[src/rtl/shift_pkg.sv]
// shift_pkg: shared types, widths and op decoding for the shift unit arbiter.
//   shift_op_t  : 3-bit op encoding (LSR, ASR, LSL, ROR, ROL; 5..7 illegal)
//   shift_ctl_t : shifter controls {ar, lr, rot} plus illegal flag
//   op_ctl()    : op -> shift_ctl_t
//   clamp_amt() : saturates a 4-bit amount to AMT_MAX
package shift_pkg;

    localparam int SHIFT_W = 8;
    localparam int AMT_W   = 4;
    localparam logic [AMT_W-1:0] AMT_MAX = 4'd8;

    typedef enum logic [2:0] {
        LSR = 3'd0,
        ASR = 3'd1,
        LSL = 3'd2,
        ROR = 3'd3,
        ROL = 3'd4
    } shift_op_t;

    typedef struct packed {
        logic ar;
        logic lr;
        logic rot;
        logic illegal;
    } shift_ctl_t;

    function automatic shift_ctl_t op_ctl(shift_op_t op);
        shift_ctl_t c;
        case (op)
            LSR:     c = 4'b0000;
            ASR:     c = 4'b1000;
            LSL:     c = 4'b0100;
            ROR:     c = 4'b0010;
            ROL:     c = 4'b0110;
            default: c = 4'b0001;
        endcase
        return c;
    endfunction

    // Amounts above AMT_MAX must never reach the shifter: the left path
    // computes AMT_MAX - amt, which would wrap.
    function automatic logic [AMT_W-1:0] clamp_amt(logic [AMT_W-1:0] a);
        return (a > AMT_MAX) ? AMT_MAX : a;
    endfunction

endpackage

[src/rtl/shift_unit_arbiter_if.sv]
// shift_unit_arbiter_if: request/response bus between requesters and the shift unit arbiter.
//   req_*  : per-requester valid/ready channel, fields packed per requester
//   resp_* : shared response channel tagged with requester id
//   busy   : pipeline holds a valid entry
//   master : requester/consumer side; slave : arbiter side
interface shift_unit_arbiter_if
    import shift_pkg::*;
#(
    parameter int NREQ = 2,
    parameter int IDW  = (NREQ > 1) ? $clog2(NREQ) : 1
);
    logic [NREQ-1:0]         req_valid;
    logic [NREQ-1:0]         req_ready;
    logic [3*NREQ-1:0]       req_op;
    logic [SHIFT_W*NREQ-1:0] req_data;
    logic [AMT_W*NREQ-1:0]   req_amt;
    logic                    resp_valid;
    logic                    resp_ready;
    logic [IDW-1:0]          resp_id;
    logic [SHIFT_W-1:0]      resp_data;
    logic                    resp_err;
    logic                    busy;

    modport master (
        output req_valid, req_op, req_data, req_amt, resp_ready,
        input  req_ready, resp_valid, resp_id, resp_data, resp_err, busy
    );

    modport slave (
        input  req_valid, req_op, req_data, req_amt, resp_ready,
        output req_ready, resp_valid, resp_id, resp_data, resp_err, busy
    );
endinterface

[src/rtl/general_shifter.sv]
// general_shifter: 8-bit funnel shifter (logical/arithmetic right, logical left, rotate).
//   data_i : operand     amt_i : amount, 0..AMT_MAX only
//   ar_i   : sign fill   lr_i  : left     rot_i : rotate
//   data_o : result
module general_shifter
    import shift_pkg::*;
(
    input  logic [SHIFT_W-1:0] data_i,
    input  logic [AMT_W-1:0]   amt_i,
    input  logic               ar_i,
    input  logic               lr_i,
    input  logic               rot_i,
    output logic [SHIFT_W-1:0] data_o
);
    logic [SHIFT_W-1:0] hi, lo;
    logic [AMT_W-1:0]   s;

    // Right shifts funnel {fill, data} by amt; left shifts funnel
    // {data, fill} by AMT_MAX - amt.
    always_comb begin
        hi     = (lr_i | rot_i) ? data_i : (ar_i ? {SHIFT_W{data_i[SHIFT_W-1]}} : '0);
        lo     = lr_i ? (rot_i ? data_i : '0) : data_i;
        s      = lr_i ? AMT_MAX - amt_i : amt_i;
        data_o = SHIFT_W'({hi, lo} >> s);
    end
endmodule

[src/rtl/rr_arbiter.sv]
// rr_arbiter: round-robin pick of the first asserted request strictly after ptr_i.
//   req_i : request vector       ptr_i : last granted index
//   en_i  : grant allowed         gnt_o : one-hot grant (0 when !en_i)
//   idx_o : index of the winner (valid when any request is set)
module rr_arbiter #(
    parameter int NREQ = 2,
    parameter int IDW  = (NREQ > 1) ? $clog2(NREQ) : 1
) (
    input  logic [NREQ-1:0] req_i,
    input  logic [IDW-1:0]  ptr_i,
    input  logic            en_i,
    output logic [NREQ-1:0] gnt_o,
    output logic [IDW-1:0]  idx_o
);
    always_comb begin
        gnt_o = '0;
        idx_o = '0;
        // Scan from farthest to nearest so the nearest hit after ptr_i wins.
        for (int i = NREQ; i >= 1; i--) begin
            if (req_i[(int'(ptr_i) + i) % NREQ]) idx_o = IDW'((int'(ptr_i) + i) % NREQ);
        end
        gnt_o[idx_o] = en_i & req_i[idx_o];
    end
endmodule

[src/rtl/shift_unit_arbiter.sv]
// shift_unit_arbiter: round-robin sharing of one shifter between NREQ requesters.
//   clk  : rising-edge clock    nrst : synchronous active-low reset
//   bus  : slave side of shift_unit_arbiter_if (requests in, tagged responses out)
// Pipeline: S1 holds {id, op, data, clamped amt}; S2 holds {id, result, err}
// and drives the response channel.
module shift_unit_arbiter
    import shift_pkg::*;
#(
    parameter int NREQ = 2,
    parameter int IDW  = (NREQ > 1) ? $clog2(NREQ) : 1
) (
    input  logic                 clk,
    input  logic                 nrst,
    shift_unit_arbiter_if.slave  bus
);
    logic               s1_valid_q, s1_valid_d;
    logic [IDW-1:0]     s1_id_q, s1_id_d;
    logic [2:0]         s1_op_q, s1_op_d;
    logic [SHIFT_W-1:0] s1_data_q, s1_data_d;
    logic [AMT_W-1:0]   s1_amt_q, s1_amt_d;
    logic               s2_valid_q, s2_valid_d;
    logic [IDW-1:0]     s2_id_q, s2_id_d;
    logic [SHIFT_W-1:0] s2_data_q, s2_data_d;
    logic               s2_err_q, s2_err_d;
    logic [IDW-1:0]     ptr_q, ptr_d;

    logic [NREQ-1:0]    gnt;
    logic [IDW-1:0]     gnt_idx;
    logic               s1_load, s2_load, accept;
    shift_ctl_t         ctl;
    logic [SHIFT_W-1:0] sh_out;

    assign s2_load = s1_valid_q & (~s2_valid_q | bus.resp_ready);
    assign s1_load = ~s1_valid_q | s2_load;
    assign accept  = |gnt;
    assign ctl     = op_ctl(shift_op_t'(s1_op_q));

    rr_arbiter #(.NREQ(NREQ), .IDW(IDW)) u_arb (
        .req_i (bus.req_valid),
        .ptr_i (ptr_q),
        .en_i  (s1_load),
        .gnt_o (gnt),
        .idx_o (gnt_idx)
    );

    general_shifter u_shift (
        .data_i (s1_data_q),
        .amt_i  (s1_amt_q),
        .ar_i   (ctl.ar),
        .lr_i   (ctl.lr),
        .rot_i  (ctl.rot),
        .data_o (sh_out)
    );

    // accept implies s1_load, so the S1 payload only needs accept.
    always_comb begin
        ptr_d      = accept ? gnt_idx : ptr_q;
        s1_valid_d = s1_load ? accept : s1_valid_q;
        s1_id_d    = accept ? gnt_idx : s1_id_q;
        s1_op_d    = accept ? bus.req_op[3*gnt_idx +: 3] : s1_op_q;
        s1_data_d  = accept ? bus.req_data[SHIFT_W*gnt_idx +: SHIFT_W] : s1_data_q;
        s1_amt_d   = accept ? clamp_amt(bus.req_amt[AMT_W*gnt_idx +: AMT_W]) : s1_amt_q;
        s2_valid_d = s2_load | (s2_valid_q & ~bus.resp_ready);
        s2_id_d    = s2_load ? s1_id_q : s2_id_q;
        s2_data_d  = s2_load ? (ctl.illegal ? s1_data_q : sh_out) : s2_data_q;
        s2_err_d   = s2_load ? ctl.illegal : s2_err_q;
    end

    always_ff @(posedge clk) begin
        if (!nrst) begin
            s1_valid_q <= 1'b0;
            s1_id_q    <= '0;
            s1_op_q    <= '0;
            s1_data_q  <= '0;
            s1_amt_q   <= '0;
            s2_valid_q <= 1'b0;
            s2_id_q    <= '0;
            s2_data_q  <= '0;
            s2_err_q   <= 1'b0;
            ptr_q      <= IDW'(NREQ - 1);
        end else begin
            s1_valid_q <= s1_valid_d;
            s1_id_q    <= s1_id_d;
            s1_op_q    <= s1_op_d;
            s1_data_q  <= s1_data_d;
            s1_amt_q   <= s1_amt_d;
            s2_valid_q <= s2_valid_d;
            s2_id_q    <= s2_id_d;
            s2_data_q  <= s2_data_d;
            s2_err_q   <= s2_err_d;
            ptr_q      <= ptr_d;
        end
    end

    assign bus.req_ready  = gnt;
    assign bus.resp_valid = s2_valid_q;
    assign bus.resp_id    = s2_id_q;
    assign bus.resp_data  = s2_data_q;
    assign bus.resp_err   = s2_err_q;
    assign bus.busy       = s1_valid_q | s2_valid_q;
endmodule
[src/flat_wrapper.sv]
// flat-port wrapper written by rule: the top's interface ports become plain ports
module shift_unit_arbiter_flat import shift_pkg::*;
#(
    parameter int NREQ = 2,
    parameter int IDW  = (NREQ > 1) ? $clog2(NREQ) : 1
)
  (clk, nrst, bus_req_valid, bus_req_op, bus_req_data, bus_req_amt, bus_resp_ready, bus_req_ready, bus_resp_valid, bus_resp_id, bus_resp_data, bus_resp_err, bus_busy);
  shift_unit_arbiter_if #(.NREQ(NREQ), .IDW(IDW)) bus_i ();
  input  logic clk;
  input  logic nrst;
  input wire logic [$bits(bus_i.req_valid)-1:0] bus_req_valid;
  input wire logic [$bits(bus_i.req_op)-1:0] bus_req_op;
  input wire logic [$bits(bus_i.req_data)-1:0] bus_req_data;
  input wire logic [$bits(bus_i.req_amt)-1:0] bus_req_amt;
  input wire logic [$bits(bus_i.resp_ready)-1:0] bus_resp_ready;
  output wire logic [$bits(bus_i.req_ready)-1:0] bus_req_ready;
  output wire logic [$bits(bus_i.resp_valid)-1:0] bus_resp_valid;
  output wire logic [$bits(bus_i.resp_id)-1:0] bus_resp_id;
  output wire logic [$bits(bus_i.resp_data)-1:0] bus_resp_data;
  output wire logic [$bits(bus_i.resp_err)-1:0] bus_resp_err;
  output wire logic [$bits(bus_i.busy)-1:0] bus_busy;
  assign bus_i.req_valid = bus_req_valid;
  assign bus_i.req_op = bus_req_op;
  assign bus_i.req_data = bus_req_data;
  assign bus_i.req_amt = bus_req_amt;
  assign bus_i.resp_ready = bus_resp_ready;
  assign bus_req_ready = bus_i.req_ready;
  assign bus_resp_valid = bus_i.resp_valid;
  assign bus_resp_id = bus_i.resp_id;
  assign bus_resp_data = bus_i.resp_data;
  assign bus_resp_err = bus_i.resp_err;
  assign bus_busy = bus_i.busy;
  shift_unit_arbiter #(.NREQ(NREQ), .IDW(IDW)) u_core (.clk(clk), .nrst(nrst), .bus(bus_i));
endmodule
[config.mk]
export PLATFORM = sky130hd
export DESIGN_NAME = shift_unit_arbiter_flat
export DESIGN_NICKNAME = d
export VERILOG_FILES = /design/src/rtl/shift_pkg.sv /design/src/rtl/shift_unit_arbiter_if.sv /design/src/rtl/general_shifter.sv /design/src/rtl/rr_arbiter.sv /design/src/rtl/shift_unit_arbiter.sv /design/src/flat_wrapper.sv
export SDC_FILE = /design/constraint.sdc
export NUM_CORES = 1
export LEC_CHECK = 0
export CAP_MARGIN = 25
export CORE_MARGIN = 4
export CORE_UTILIZATION = 35
export DETAILED_ROUTE_END_ITERATION = 8
export GPL_TIMING_DRIVEN = 1
export PLACE_DENSITY_LB_ADDON = 0.25
export SYNTH_ARGS = -nofsm -noshare
export SYNTH_HDL_FRONTEND = slang
export SYNTH_SLANG_ARGS = --single-unit
export TNS_END_PERCENT = 50
[constraint.sdc]
create_clock -name clk -period 2.6 [get_ports clk]
set_input_delay 0.39 -clock clk [delete_from_list [all_inputs] [get_ports clk]]
set_output_delay 0.39 -clock clk [all_outputs]
set_load 0.05 [all_outputs]
# ---- Yosys cells after proc, flatten, opt, wreduce, memory -nomap -nowiden
# Index checks and enable logic that the tools add are counted.
dict set report totals {
  ff_bits 29
  inputBits 35
  output_inout_bits 14
  word_cells 64
}
dict set report op_classes {
  addsub 3
  n_mul 1
  n_lt_le_gt_ge 5
  n_eq_ne 4
  shift 4
  mux 20
  bitwise 14
  reduce_logical 3
}
# op n
set ops {}
lappend ops {{$mux 8} 5}
lappend ops {{$pmux 4 s5} 1}
lappend ops {{$shiftx 16x5->8} 1}
lappend ops {{$shr 16x4->8} 1}
lappend ops {{$mux 1} 11}
lappend ops {{$mux 4} 2}
lappend ops {{$shiftx 8x4->4} 1}
lappend ops {{$eq 3x2->1 const B} 2}
lappend ops {{$lt 2x3->1 const B} 2}
lappend ops {{$shiftx 6x4->3} 1}
lappend ops {{$or 1x1->1} 5}
lappend ops {{$gt 4x4->1 const B} 1}
lappend ops {{$sub 4x4->4 const A} 1}
lappend ops {{$and 1x1->1} 3}
lappend ops {{$eq 3x1->1 const B} 1}
lappend ops {{$eq 3x3->1 const B} 1}
lappend ops {{$logic_not 3->1} 1}
lappend ops {{$mul 2x1->3 const A} 1}
lappend ops {{$not 1->1} 3}
lappend ops {{$add 1x1->1 const B} 2}
lappend ops {{$and 1x1->1 const A} 2}
lappend ops {{$and 2x2->2} 1}
lappend ops {{$lt 1x2->1 const B} 1}
lappend ops {{$reduce_or 2->1} 1}
lappend ops {{other kinds (3)} 3}

# ---- Logic depth before layout (Yosys ltp)
dict set report depth {
  word_depth 13
  ltp_mapped 10
  mapped_depth_nobuf 9
}

# ---- Hierarchy
# A second synthesis with hierarchy kept.
dict set report hier_totals {
  hier_cells 264
  hier_area_um2 2083.2
}
# mod instances cells_per_inst area_per_inst_um2 seq_area_each_um2
set by_module_without_submodules {}
lappend by_module_without_submodules {shift_unit_arbiter 1 151 1306.3 580.6}
lappend by_module_without_submodules {general_shifter 1 108 747.0 0.0}
lappend by_module_without_submodules {rr_arbiter 1 5 30.0 0.0}

# ---- Worst setup path after synthesis
# Ideal clock, no wire load.
dict set report synth_path {
  path_type {flip-flop to flip-flop}
  start {reg u_core.s1_amt_q[0]}
  end {reg u_core.s2_data_q[1], in the netlist u_core.bus.resp_data[1]}
  setup_time_ns 0.115
  arrival_ns 2.271
  t_required_ns 2.485
  path_slack_ns 0.214
  stages_incl_launch_ff 10
  n_path_buf 0
  period_less_slack_ns 2.386
  path_cell_list {dfxtp_1 -> clkinv_1 -> ha_1 -> nor2b_1 -> and2_1 -> nor2_1 -> or3_1 -> o31ai_1 -> mux4_2 -> o21a_1}
}
dict set report synth_between {
  elab_chain_len 4
}
# element line
set synth_rtl {}
lappend synth_rtl {{from (decl)} shift_unit_arbiter.sv:20} ;# logic [AMT_W-1:0] s1_amt_q, s1_amt_d;
lappend synth_rtl {{from (signal assigned)} shift_unit_arbiter.sv:86} ;# s1_amt_q <= s1_amt_d;
lappend synth_rtl {{$sub 4x4->4} general_shifter.sv:23} ;# s = lr_i ? AMT_MAX - amt_i : amt_i;
lappend synth_rtl {{$mux 4 *} general_shifter.sv:23}
lappend synth_rtl {{$shr 16x4->8 *} general_shifter.sv:24} ;# data_o = SHIFT_W'({hi, lo} >> s);
lappend synth_rtl {{$mux 8 *} shift_unit_arbiter.sv:65} ;# s2_data_d = s2_load ? (ctl.illegal ? s1_data_q : sh_out) : s2_data_q;
lappend synth_rtl {{to (signal assigned)} shift_unit_arbiter.sv:89} ;# s2_data_q <= s2_data_d;
lappend synth_rtl {{to (decl)} shift_unit_arbiter.sv:23} ;# logic [SHIFT_W-1:0] s2_data_q, s2_data_d;
# Every way passes the cells marked *; elsewhere a longest branch is shown, timed or not.
# A chain may end at the register's enable or synchronous reset.

# ---- Worst setup path after layout
dict set report layout_path {
  start {in bus_resp_ready}
  end {out bus_req_ready[0]}
}
dict set report layout_between {
  elab_chain_len 5
}
# element line
set layout_rtl {}
lappend layout_rtl {{from (decl)} flat_wrapper.sv:15} ;# input wire logic [$bits(bus_i.resp_ready)-1:0] bus_resp_ready;
lappend layout_rtl {{$or 1x1->1} shift_unit_arbiter.sv:33} ;# assign s2_load = s1_valid_q & (~s2_valid_q | bus.resp_ready);
lappend layout_rtl {{$and 1x1->1} shift_unit_arbiter.sv:33}
lappend layout_rtl {{$or 1x1->1} shift_unit_arbiter.sv:34} ;# assign s1_load = ~s1_valid_q | s2_load;
lappend layout_rtl {{$and 1x1->1} rr_arbiter.sv:22} ;# gnt_o[idx_o] = en_i & req_i[idx_o];
lappend layout_rtl {{$and 2x2->2 (no source line)} n/a}
lappend layout_rtl {{to (decl)} flat_wrapper.sv:16} ;# output wire logic [$bits(bus_i.req_ready)-1:0] bus_req_ready;
# Every way passes these cells.

==> results.md <==
* Post-Place Cells at 377
* Core area at 5920 um2
* Worst vdd ir at 0.274 mV
* Total wire length at 6.30 mm
* Hold Crit Class: flop to flop
* Final Hold Fails at 0
* CTS Sinks at 29
* Status: finished clean
* Yosys top cell area share at 27.1%
* Vias at 2,223
* Part of the cycle the worst path needs at 93.4%
* Syn Area/Cell at 8.51 um2
* Post-DP HPWL at 4.88 mm
* Seq/Total Area, Yosys at 27.1%
* Clock buffer depth at 2
* EDFF count, synth at 0
* Vias in the first global route at 2,118
* CP Launch Type: primary input
* Worst Setup EP: bus_req_ready[0]
* Post-route ant nets at 0
* Initial DRC count at 227
* Die Y at 86.3 um
* Post-layout min period at 2.43 ns
* Synth area leaders: dfxtp_1 27%, a222oi_1 5.1%, nor2b_1 5.0%, mux2i_1 4.2%, mux4_2 4.2%
* Maximum clock frequency at 412 MHz
* Critical path origin: bus_resp_ready
* Residual DRC at 0
* Slowest Stage Delay on Critical Path at 0.69 ns
* Area post-placement at 2790 um2
* Die X at 86.3 um
* Clock skew at 0.00162 ns
* RSZ-0062 raised after global routing: no
* Row count at 28
* Delay-heaviest family, CP: simple AND/OR/NAND/NOR gates
* Die area at 7440 um2
* Top cell type by total area after synthesis: dfxtp_1
* Setup Crit Path Kind: primary input to primary output
* Worst setup margin at 0.172 ns
* Syn. warnings at 0
* Number of nets in the layout at 345
* First-pass GRT wire length at 10.3 mm
* CTS tree: done
* Num ports at 49
* Starting density of the core at 36.2%
* Setup violations, final at 0
* Leakage at 1.08 nW
* Fin. max-slew vios at 0
* H-tree depth at 2
* Setup_tns at 0 ns
* Initial antenna violation count at 0
* First-pass DRT Iterations at 6
* Fillers at 580
* Critical R2R Launch: u_core.s1_op_q[1]
* Non-filler cells, final at 384
* Total Routing Usage GR at 17.2%
* FF-to-FF End: u_core.bus.resp_data[1]
* Netlist Area Pre-Place at 2140 um2
* Layout area overhead at 34.0%
* Crit path buffers/inverters at 2
* Post-CTS Setup Bufs at 0
* CP Cell Sequence: clkdlybuf4s50_1 > nor2b_1 > nand2_1 > o21ai_0 > nor2_1 > buf_12
* Design area at 2870 um2
* Maximum fanout along the worst path at 12
* Worst skew pair latency at 0.27 ns
* Vias per inst at 5.79
* Reg2reg setup slack at 0.20 ns
* Largest net degree at the start of global routing at 26
* Total CTS buffers at 5
* Final GP Congestion at 0.892
* CP Data Arrival Time at 2.04 ns
* Layout cells sized above 1 at 12.6%
* Slowest stage cell, crit path: nor2_1
* CP Depth at 6
* Max_slew headroom at 40.7%
* Pwr/cell area at 522 nW/um2
* Wire length per cell at 16.4 um
* Synth Flop Type: dfxtp_1
* Port Buf Inserts at 48
* CP required at 2.21 ns
* Syn_nets at 288
* GRT Residual Overflow at 0
* Post-Syn Instances at 252
* Cell variety after synth at 58
* Worst Tran Pin Value at 0.886 ns
* ANT cells at 0
* MaxCap Viol Count at 0
* Clk slew on worst S/H paths at 0.06 ns
* Root Buffer: clkbuf_8
* Post-CTS Resized at 0
* Synth Register Bits at 29
* Pre-CTS setup slack at 0.201 ns
* Hold Buf Count CTS at 0
* R2r worst-path depth at 5
* Async SR Flop Fraction at 0%
* CP endpoint kind: primary output
-- synth_stat cells (all sizes together), types with 3 or more instances --
library cell / n
clkbuf: 10
a21boi: 4
buf: 8
nand3b: 4
o21a: 6
and2: 4
dfxtp: 29
o21ai: 15
nor2b: 18
nor3: 4
a21oi: 11
and3b: 3
a311o: 3
a222oi: 11
mux2i: 9
o211a: 4
a22o: 4
o211ai: 3
a31oi: 4
o311ai: 4
nand2: 24
xnor2: 3
nor2: 12
mux4: 5
inv: 7
xor2: 3
a211oi: 4
o221ai: 3
nand3: 4
-- sequential cells by signal, indices dropped and copies added (netlist names) --
| signal | cells |
|---|---|
| u_core.bus.resp_data | 8 |
| u_core.bus.resp_err | 1 |
| u_core.bus.resp_id | 1 |
| u_core.bus.resp_valid | 1 |
| u_core.ptr_q | 1 |
| u_core.s1_amt_q | 4 |
| u_core.s1_data_q | 8 |
| u_core.s1_id_q | 1 |
| u_core.s1_op_q | 3 |
| u_core.s1_valid_q | 1 |
-- through the flow --
step	total power [W]	util, %	hold slack [ns]
floorplan	0.000912	-	0.439
global placement	0.00113	47.0	0.451
detailed placement	0.00113	47.0	0.458
CTS	0.00150	48.5	0.467
global route	0.00159	48.5	0.481
finish	0.00150	48.5	0.463
-- where the power goes --
group / leakage, nW / internal (W) / total, W / switching, W
sequential: 0.239 / 0.000482 / 0.000531 / 0.0000485
combinational: 0.798 / 0.000280 / 0.000598 / 0.000318
clock: 0.0443 / 0.000209 / 0.000370 / 0.000160
total: 1.08 / 0.000972 / 0.00150 / 0.000527
-- metal layers --
metal | GRT usage (%) | vias up | share of wire (%)
met5 | 0 | - | 0
met4 | 2.69 | 0 | 0.64
met3 | 3.61 | 7 | 5.9
met2 | 28.7 | 70 | 47
met1 | 23.3 | 1059 | 46
li1 | - | 1087 | -
-- area by class of cell --
cell class | instances | area, um2 | share of cell area, %
multi-input combinational | 197 | 1430 | 49.8
timing repair buffer | 68 | 651 | 22.7
sequential | 29 | 581 | 20.2
tap | 75 | 93.8 | 3.27
clock buffer | 7 | 86.3 | 3.01
inverter | 8 | 30.0 | 1.05
-- cells by family (layout without fill, tap and decap cells) --
kind of cell / count (synthesis) / after routing / synth area share, %
buffers and inverters: 26 / 83 / 6.19
adder cells (fa/ha/maj): 1 / 1 / 0.584
XOR/XNOR: 6 / 6 / 2.45
multiplexers: 16 / 16 / 10.7
AO/OA/AOI/OAI: 90 / 90 / 31.7
AND/OR/NAND/NOR: 84 / 84 / 21.3
flip-flops: 29 / 29 / 27.1
-- cell usage in the layout (no fill, tap or decap), types with 6 or more instances in the layout --
master           synthesis  final
nand2_1                 24     24
dfxtp_1                 29     29
buf_4                    1     20
a222oi_1                11     11
nor2b_1                 17     17
o21ai_0                 13     13
inv_1                    7      7
mux2i_1                  9      9
o21a_1                   6      6
clkbuf_8                 0      6
a21oi_1                 11     11
nor2_1                  12     12
clkdlybuf4s50_1          0     46
-- worst register-to-register path, delay by kind of cell, from the launching register on --
family / cells / cell delay (ns)
muxes: 2 / 1.00
AOI/OAI and AO/OA: 2 / 0.54
DFF: 1 / 0.45
and+or+nand+nor: 1 / 0.31
-- worst min-delay path by stage --
stage                             start                   to  depth (start not counted)  slack, ns
CTS                 u_core.bus.resp_err  u_core.bus.resp_err                          2       0.47
global placement    u_core.bus.resp_err  u_core.bus.resp_err                          2       0.45
detailed placement  u_core.bus.resp_err  u_core.bus.resp_err                          2       0.46
global route         u_core.bus.resp_id   u_core.bus.resp_id                          2       0.48
finish               u_core.bus.resp_id   u_core.bus.resp_id                          2       0.46
floorplan                  u_core.ptr_q         u_core.ptr_q                          2       0.44
No activity file was read; power rests on OpenSTA's default activity.
